===== src/rtl/l1_icache_param.sv =====
// Direct-mapped, read-only L1 instruction cache with ready/valid fetch, line refill handshake,
// single-cycle flush and saturating hit/miss counters.
module l1_icache_param #(
    parameter int unsigned ADDR_W         = 32,
    parameter int unsigned DATA_W         = 32,
    parameter int unsigned WORDS_PER_LINE = 4,
    parameter int unsigned NUM_LINES      = 16,
    parameter int unsigned CNT_W          = 16
) (
    input  logic                             MEM_CLK,
    input  logic                             RST,
    input  logic                             MEM_READ1,
    input  logic [ADDR_W-1:0]                MEM_ADDR1,
    output logic                             MEM_READY1,
    output logic [DATA_W-1:0]                MEM_DOUT1,
    output logic                             MEM_VALID1,
    input  logic                             FLUSH,
    output logic                             REFILL_REQ,
    output logic [ADDR_W-1:0]                REFILL_ADDR,
    input  logic                             REFILL_ACK,
    input  logic [DATA_W*WORDS_PER_LINE-1:0] REFILL_BLOCK,
    output logic [CNT_W-1:0]                 HIT_CNT,
    output logic [CNT_W-1:0]                 MISS_CNT
);

    localparam int unsigned BYTE_W = $clog2(DATA_W / 8);
    localparam int unsigned WORD_W = $clog2(WORDS_PER_LINE);
    localparam int unsigned IDX_W  = $clog2(NUM_LINES);
    localparam int unsigned OFF_W  = BYTE_W + WORD_W;
    localparam int unsigned TAG_W  = ADDR_W - OFF_W - IDX_W;

    typedef logic [WORDS_PER_LINE-1:0][DATA_W-1:0] line_t;
    typedef enum logic [1:0] {StIdle, StMiss, StResp} state_e;

    state_e state_q, state_d;

    logic [NUM_LINES-1:0] valid_q;
    logic [TAG_W-1:0]     tag_q [NUM_LINES];
    line_t                data_q [NUM_LINES];

    logic [ADDR_W-1:0] refill_addr_q, refill_addr_d;
    logic              refill_req_q, refill_req_d;
    logic [WORD_W-1:0] miss_word_q, miss_word_d;
    logic [DATA_W-1:0] dout_q, dout_d;
    logic              valid_out_q, valid_out_d;
    logic [CNT_W-1:0]  hit_cnt_q, hit_cnt_d;
    logic [CNT_W-1:0]  miss_cnt_q, miss_cnt_d;

    logic [IDX_W-1:0]  req_idx, fill_idx;
    logic [TAG_W-1:0]  req_tag, fill_tag;
    logic [WORD_W-1:0] req_word;
    line_t             rd_line, fill_line;
    logic              hit, ready, accept, install;
    logic              unused_byte_bits;

    assign req_word  = MEM_ADDR1[BYTE_W +: WORD_W];
    assign req_idx   = MEM_ADDR1[OFF_W +: IDX_W];
    assign req_tag   = MEM_ADDR1[ADDR_W-1 -: TAG_W];
    assign fill_idx  = refill_addr_q[OFF_W +: IDX_W];
    assign fill_tag  = refill_addr_q[ADDR_W-1 -: TAG_W];
    assign fill_line = REFILL_BLOCK;
    assign rd_line   = data_q[req_idx];

    assign unused_byte_bits = ^MEM_ADDR1[BYTE_W-1:0];

    assign hit    = valid_q[req_idx] && (tag_q[req_idx] == req_tag);
    assign ready  = RST && (state_q == StIdle) && !FLUSH;
    assign accept = MEM_READ1 && ready;

    function automatic logic [CNT_W-1:0] sat_inc(input logic [CNT_W-1:0] v);
        return (&v) ? v : v + {{(CNT_W-1){1'b0}}, 1'b1};
    endfunction

    always_comb begin
        state_d       = state_q;
        refill_addr_d = refill_addr_q;
        refill_req_d  = refill_req_q;
        miss_word_d   = miss_word_q;
        dout_d        = dout_q;
        valid_out_d   = 1'b0;
        hit_cnt_d     = hit_cnt_q;
        miss_cnt_d    = miss_cnt_q;
        install       = 1'b0;
        unique case (state_q)
            StIdle: begin
                if (accept) begin
                    if (hit) begin
                        dout_d      = rd_line[req_word];
                        valid_out_d = 1'b1;
                        hit_cnt_d   = sat_inc(hit_cnt_q);
                    end else begin
                        state_d       = StMiss;
                        refill_req_d  = 1'b1;
                        refill_addr_d = {MEM_ADDR1[ADDR_W-1:OFF_W], {OFF_W{1'b0}}};
                        miss_word_d   = req_word;
                        miss_cnt_d    = sat_inc(miss_cnt_q);
                    end
                end
            end
            StMiss: begin
                if (REFILL_ACK) begin
                    install      = 1'b1;
                    refill_req_d = 1'b0;
                    dout_d       = fill_line[miss_word_q];
                    valid_out_d  = 1'b1;
                    state_d      = StResp;
                end
            end
            StResp: state_d = StIdle;
            default: state_d = StIdle;
        endcase
    end

    always_ff @(posedge MEM_CLK) begin
        if (!RST) begin
            state_q       <= StIdle;
            valid_q       <= '0;
            refill_addr_q <= '0;
            refill_req_q  <= 1'b0;
            miss_word_q   <= '0;
            dout_q        <= '0;
            valid_out_q   <= 1'b0;
            hit_cnt_q     <= '0;
            miss_cnt_q    <= '0;
        end else begin
            state_q       <= state_d;
            refill_addr_q <= refill_addr_d;
            refill_req_q  <= refill_req_d;
            miss_word_q   <= miss_word_d;
            dout_q        <= dout_d;
            valid_out_q   <= valid_out_d;
            hit_cnt_q     <= hit_cnt_d;
            miss_cnt_q    <= miss_cnt_d;
            // Flush clears first so a same-edge install keeps its line valid.
            if (FLUSH) valid_q <= '0;
            if (install) valid_q[fill_idx] <= 1'b1;
        end
    end

    always_ff @(posedge MEM_CLK) begin
        if (RST && install) begin
            tag_q[fill_idx]  <= fill_tag;
            data_q[fill_idx] <= fill_line;
        end
    end

    assign MEM_READY1  = ready;
    assign MEM_DOUT1   = dout_q;
    assign MEM_VALID1  = valid_out_q;
    assign REFILL_REQ  = refill_req_q;
    assign REFILL_ADDR = refill_addr_q;
    assign HIT_CNT     = hit_cnt_q;
    assign MISS_CNT    = miss_cnt_q;

endmodule


===== config.mk =====
export PLATFORM = sky130hd
export DESIGN_NAME = l1_icache_param
export DESIGN_NICKNAME = d
export VERILOG_FILES = /design/src/rtl/l1_icache_param.sv
export SDC_FILE = /design/constraint.sdc
export NUM_CORES = 2
export LEC_CHECK = 0
export ABC_AREA = 1
export BUFFER_PORTS_ARGS = -buffer_cell sky130_fd_sc_hd__buf_2
export CORE_MARGIN = 1.5
export CORE_UTILIZATION = 41
export DETAILED_ROUTE_END_ITERATION = 10
export PLACE_DENSITY = 0.57
export SETUP_SLACK_MARGIN = 0.5
export SLEW_MARGIN = 20
export SYNTH_ARGS = -nofsm -noshare
export SYNTH_HDL_FRONTEND = slang
export SYNTH_SLANG_ARGS = --single-unit

===== constraint.sdc =====
create_clock -name MEM_CLK -period 10.29 [get_ports MEM_CLK]
set_clock_uncertainty 0.2 [all_clocks]
set_input_delay 1.5435 -clock MEM_CLK [delete_from_list [all_inputs] [get_ports MEM_CLK]]
set_output_delay 1.5435 -clock MEM_CLK [all_outputs]
set_load 0.01 [all_outputs]

### Word level (Yosys, flattened, before mapping)

Memory sizes are Yosys's and may differ from the RTL's.
Index checks and enable logic that the tools add are counted.

* add/sub/neg operators: 2
* magnitude comparators: 5
* equal/unequal tests: 6
* muxes and demuxes: 30
* bitwise operators: 4
* reductions and logical operators: 17

Operator list (count)
* $mux W32: 5
* $bmux W32 S2: 2
* $pmux W32 S2: 1
* $mux W16: 3
* $add A16 B1 Y16 const B: 2
* $reduce_and A16 Y1: 2
* $eq A24 B24 Y1: 1
* $or A16 B16 Y16: 1
* $reduce_and A4 Y1: 4
* $mux W1: 11
* $lt A4 B5 Y1 const B: 2
* $ne A2 B2 Y1 const B: 4
* $logic_and A1 B1 Y1: 6
* $lt A2 B3 Y1 const B: 2
* $mux W2: 3
* $reduce_and A3 Y1: 2
* $bmux W1 S4: 1
* $demux W1 S4: 1
* $ge A4 B1 Y1 const B: 1
* $pmux W1 S2: 2
* $pmux W2 S2: 1
* $not A1 Y1: 3
* $eq A2 B1 Y1 const B: 1
* $logic_not A2 Y1: 1
* other kinds (2): 2

* register bits: 114
* memory bits (writable): 2432
* input bits: 165
* output and inout port bits: 99
* word-level logic and storage cells: 75
* memories kept: 2

Memories
* data_q: depth 16, bits a word 128, rd ports 1, clocked after memory_dff 0, write ports 1, line 39 `line_t data_q [NUM_LINES];`
* tag_q: depth 16, bits a word 24, rd ports 1, clocked after memory_dff 0, write ports 1, line 38 `logic [TAG_W-1:0] tag_q [NUM_LINES];`

### Depth between registers and ports, before layout

* depth in word-level cells: 6
* mapped depth: 23
* gate-level depth less buffers: 19

### Least setup slack after synthesis

OpenSTA, ideal clock, no wires.

* path kind: input to register
* start: in RST
* end: mem data_q[11][0] (netlist name) (enable)
* library setup time: 0.666 ns
* data arrival time: 8.600 ns
* data required time: 9.424 ns
* slack: 0.823 ns
* stages on the path: 5
* buffers on the path: 1
* cells stage by stage: buf_2 > inv_2 > nor2_1 > nand3_1 > nor2_1

* word-level cells in the longest chain between the ends: 3

RTL lines
* start: declaration: line 11 `input logic RST,`
* $logic_and A1 B1 Y1: line 141 `if (RST && install) begin`
* $mux W1: line 141
* $mux W1 (not written as such): line 143 `data_q[fill_idx] <= fill_line;`
* end: declaration: line 39

Every way passes these cells.

### Worst setup path in the final report

* start: in MEM_ADDR1[4]
* end: reg dout_q[25], in the netlist MEM_DOUT1[25]

* word-level cells in the longest chain between the ends: 6
* elaborated cells between the ends (all ways): 13
* classes of those cells: eq/ne: 2; mux: 7; reduce/logical: 2; memory: 2

RTL lines
* start: declaration: line 13 `input logic [ADDR_W-1:0] MEM_ADDR1,`
* $mem_v2 Z16 W128
* $bmux W32 S2: line 88 `dout_d = rd_line[req_word];`
* $mux W32 (not written as such): line 88
* $mux W32: line 87 `if (hit) begin`
* $mux W32: line 86 `if (accept) begin`
* $pmux W32 S2: line 84 `unique case (state_q)`
* end signal: assignment: line 130 `dout_q <= dout_d;`
* end: declaration: line 44 `logic [DATA_W-1:0] dout_q, dout_d;`

Several ways; a longest one is shown, not always the timed one. The select of a mux whose other input is x is not followed.
A chain may end at the register's enable or synchronous reset.

==> results by stage <==
Setup path:
- The critical path data arrival time is ~6.7 ns.
- STA classifies the critical path endpoint as a register.
- The worst setup path is launched from an input pin.
- The critical path required time is 10.95 ns.
- The class of the most critical setup path is in2reg.
- The largest driver fanout on the critical path is about 240.

Detailed routing:
- The via-per-instance ratio is 5.78.
- Once detail routing completed, the nets flagged for antenna violations numbered 0.
- In this run, the number of DRC markers left after iteration 0 of detailed routing was around 7600.
- The total vias in the final route is ~70000.
- The routed wire length is 318000 um.
- The first detailed-routing pass ran for 6 iterations.
- Dividing the detail-routed wire length by the instance count gives 26.3 um.
- The post-route DRC violation count is 0.

Placed design:
- The post-place instance area is 107000 um^2.
- Detailed placement finished with a half-perimeter wire length of 156000 um.
- Routability-driven placement finished with a final weighted congestion of around 0.79.
- The worst slack after detailed placement is 3.40 ns.
- The number of placed instances, taps included, is 11553.
- Buffers placed on the I/O ports in this run total between 200 and 300.

GRT:
- The global routing stage identified its most utilized layer as met2.
- The remaining global-route overflow is 0.
- In the global route stage, met1 resource usage came out at 0.336.
- The number of global-route vias before repair is 66219.
- In the global route stage, met3 resource usage came out at 0.0400.
- The first global-routing pass estimated roughly 460000 um of wire.
- The number of antenna violations at the first check in global routing was 73.
- Across every metal layer, demand over resource in global routing totals 0.248.
- The met2 global-route usage is 0.398.
- Entering global routing, the biggest net connects ~240 pins.

Synthesis:
- By area the synthesized netlist is led by sky130_fd_sc_hd__edfxtp_1, sky130_fd_sc_hd__o21ai_0, sky130_fd_sc_hd__nor2_1.
- For this run, the leading register cell type out of synthesis is sky130_fd_sc_hd__edfxtp_1.
- The fraction of registers with async set or reset after synthesis is 0.
- The number of warnings issued by yosys is 0.
- Synthesis produced a netlist whose cell count is 8455.
- The share of the Yosys chip area taken by registers is 0.734.
- The area share of the largest cell type after synthesis is 0.711.
- The cell area after technology mapping is 103000 um^2.
- The count of flip-flops with a built-in enable after synthesis is approximately 2400.
- Counting flops and latches in the post-synthesis netlist gives 2546.
- The average footprint of a synthesized cell is between 10 and 15 um^2.
- The count of unique library cells instantiated by Yosys is 40.
- The library cell with the largest summed area after synthesis is sky130_fd_sc_hd__edfxtp_1.

Floorplan:
- The die covers 253000 um^2.
- The effective utilization at floorplan is 0.412.
- The number of I/O pins is 264.
- The overall die width is 503 um.
- The vertical die dimension is about 500 um.
- The core box area is roughly 250000 um^2.
- The row count is 183.

Timing:
- Setup repair after global routing left no endpoint under its margin.
- The final period demand of the worst path is roughly 6.0 ns.
- The final critical-path setup slack is 4.27 ns.
- In this run the tightest slew margin relative to its limit is 0.172.
- The final count of pins violating max slew was 0.
- The highest clock rate is 166 MHz.
- The tightest hold path in the finished design has a slack of around 0.26 ns.
- Setup violations remaining at the end of the flow were counted as 0.
- Adding up every negative setup slack in the final design gives 0 ns.
- The final hold violation count is 0.
- The actual slew at the worst max-slew pin is 1.24 ns.
- Dividing the final minimum period by the clock period gives 0.585.

Clock tree:
- The CTS root buffer is sky130_fd_sc_hd__clkbuf_16.
- The post-cts gate resize count is 0.
- Counting along the longest clock path gives a buffer depth of 4.
- The number of buffers inserted to repair setup after CTS is 0.
- TritonCTS built the clock tree.
- Hold repair after CTS inserted 0 buffers.
- The clock transition at the registers of the reported paths is around 0.060 ns.
- The later-pin clock latency in the skew report is about 0.91 ns.
- Clock tree synthesis inserted a total of 290 buffers.
- The clock net sink count is 2546.
- The maximum level of the CTS H-tree is 5.

Job:
- The count of maximum capacitance violations is 0.

Min path:
- The type of the worst min-delay path is reg2reg.

Final layout:
- Leaving out filler cells and counting taps, the final layout contains 12074.
- In the final design database the tool counted 8682 nets.
- The count of fill cells added during filler insertion is around 22000.
- The sequential cells in the finished layout cover a total of 75300 um^2.
- In the final layout, the multi-input gates occupy ~24000 um^2.
- The share of layout cells above drive strength 1 is 0.0926.
- The library cell used most frequently in the layout, excluding fill and tap cells, is sky130_fd_sc_hd__edfxtp_1.
- In the layout the commonest cells are sky130_fd_sc_hd__edfxtp_1, sky130_fd_sc_hd__o21ai_0, sky130_fd_sc_hd__nor2_1, sky130_fd_sc_hd__nand2_1, sky130_fd_sc_hd__nand3_1.
- The total non-filler cell area in the finished layout is 116000 um^2.
- From synthesis to final layout, the design area changed by 12.6%.

Power and ir drop:
- Across the VDD grid, the largest voltage drop is 0.197 mV.
- In this run the power density over the cells is 192 nW/um^2.
- The analysis attributes to cell leakage a power of 38.9 nW.

Status:
- The flow ran to the end, and the final reports show no timing, DRC or antenna violations.
==> final timing paths <==
kind | from | end | slack, ns | cells past startpoint
worst max-delay path | MEM_ADDR1[4] | MEM_DOUT1[25] | 4.27 | 17
worst max register to register | state_q[0] | data_q[1][73] | 4.81 | 8
worst min register to register | valid_q[12] | valid_q[12] | 0.26 | 2
worst min-delay path | valid_q[12] | valid_q[12] | 0.26 | 2
==> synth_stat cells, types with 3 or more instances <==
| cell | number |
|---|---|
| sky130_fd_sc_hd__a21oi_1 | 209 |
| sky130_fd_sc_hd__a31oi_1 | 4 |
| sky130_fd_sc_hd__buf_1 | 55 |
| sky130_fd_sc_hd__buf_2 | 181 |
| sky130_fd_sc_hd__buf_4 | 32 |
| sky130_fd_sc_hd__buf_6 | 17 |
| sky130_fd_sc_hd__clkbuf_1 | 320 |
| sky130_fd_sc_hd__dfxtp_1 | 114 |
| sky130_fd_sc_hd__edfxtp_1 | 2432 |
| sky130_fd_sc_hd__inv_1 | 194 |
| sky130_fd_sc_hd__inv_2 | 3 |
| sky130_fd_sc_hd__nand2_1 | 1173 |
| sky130_fd_sc_hd__nand3_1 | 601 |
| sky130_fd_sc_hd__nand3b_1 | 7 |
| sky130_fd_sc_hd__nand4_1 | 35 |
| sky130_fd_sc_hd__nor2_1 | 1215 |
| sky130_fd_sc_hd__nor3_1 | 11 |
| sky130_fd_sc_hd__nor4_1 | 4 |
| sky130_fd_sc_hd__o211ai_1 | 51 |
| sky130_fd_sc_hd__o21ai_0 | 1208 |
| sky130_fd_sc_hd__o21ai_1 | 7 |
| sky130_fd_sc_hd__o221a_2 | 22 |
| sky130_fd_sc_hd__o221ai_1 | 58 |
| sky130_fd_sc_hd__o22ai_1 | 447 |
| sky130_fd_sc_hd__or2_2 | 10 |
| sky130_fd_sc_hd__xnor2_1 | 12 |
| sky130_fd_sc_hd__xor2_1 | 15 |
==> final cells by class <==
class / count / area share
tap: 3330 / 0.0361
multi-input combinational: 5106 / 0.208
clock buffer: 381 / 0.0680
clock inverter: 115 / 0.00743
antenna: 25 / 0.000541
timing repair buffer: 371 / 0.0217
inverter: 200 / 0.00694
sequential: 2546 / 0.652
==> layer usage <==
metal / share of wire / wire length, um
met3: 0.076 / 24200
met2: 0.47 / 150000
met1: 0.41 / 131000
met5: 0.00067 / 214
met4: 0.039 / 12400
==> kinds of logic after synthesis <==
logic type	count (synthesis)	share of synthesized area
XOR/XNOR	27	0.00230
buffers and inverters	806	0.0342
AO/OA/AOI/OAI	2009	0.108
multiplexers	2	0.000195
flip-flops	2546	0.734
adder cells (fa/ha/maj)	2	0.000244
other	1	0.0000365
AND/OR/NAND/NOR	3062	0.121
==> power by group <==
| part | internal, W | switching (W) | total [W] | leakage (nW) |
|---|---|---|---|---|
| Clock | 0.00564 | 0.00401 | 0.00965 | 4.26 |
| Sequential | 0.0113 | 0.0000289 | 0.0114 | 23.4 |
| Combinational | 0.000300 | 0.000885 | 0.00119 | 11.3 |
==> metrics by stage <==
stage / power (W) / utilization
after floorplan: 0.0123 / -
after global placement: 0.0127 / 0.429
after detailed placement: 0.0128 / 0.429
after CTS: 0.0223 / 0.464
after global routing: 0.0228 / 0.464
final: 0.0222 / 0.464
==> sequential cells by signal (all words and copies together) (netlist names) <==
signal       count
data_q        2048
tag_q          384
MEM_DOUT1       32
REFILL_ADDR     28
HIT_CNT         16
MISS_CNT        16
valid_q         16
miss_word_q      2
state_q          2
MEM_VALID1       1
REFILL_REQ       1
==> critical path, cell delays in order <==
cell	delay [ns]
sky130_fd_sc_hd__buf_8	0.27
sky130_fd_sc_hd__inv_16	0.68
sky130_fd_sc_hd__buf_4	0.68
sky130_fd_sc_hd__buf_12	0.54
sky130_fd_sc_hd__buf_4	0.84
sky130_fd_sc_hd__nor2_1	0.09
sky130_fd_sc_hd__nor2_1	0.13
sky130_fd_sc_hd__a21oi_1	0.05
sky130_fd_sc_hd__a21oi_1	0.15
sky130_fd_sc_hd__o21ai_0	0.14
sky130_fd_sc_hd__o21ai_0	0.13
sky130_fd_sc_hd__nor2_1	0.06
sky130_fd_sc_hd__o21ai_0	0.21
sky130_fd_sc_hd__nand2_1	0.08
sky130_fd_sc_hd__nand2_1	0.27
sky130_fd_sc_hd__a21oi_1	0.10
sky130_fd_sc_hd__nor2_1	0.12
Power figures use the tool's default switching activity.
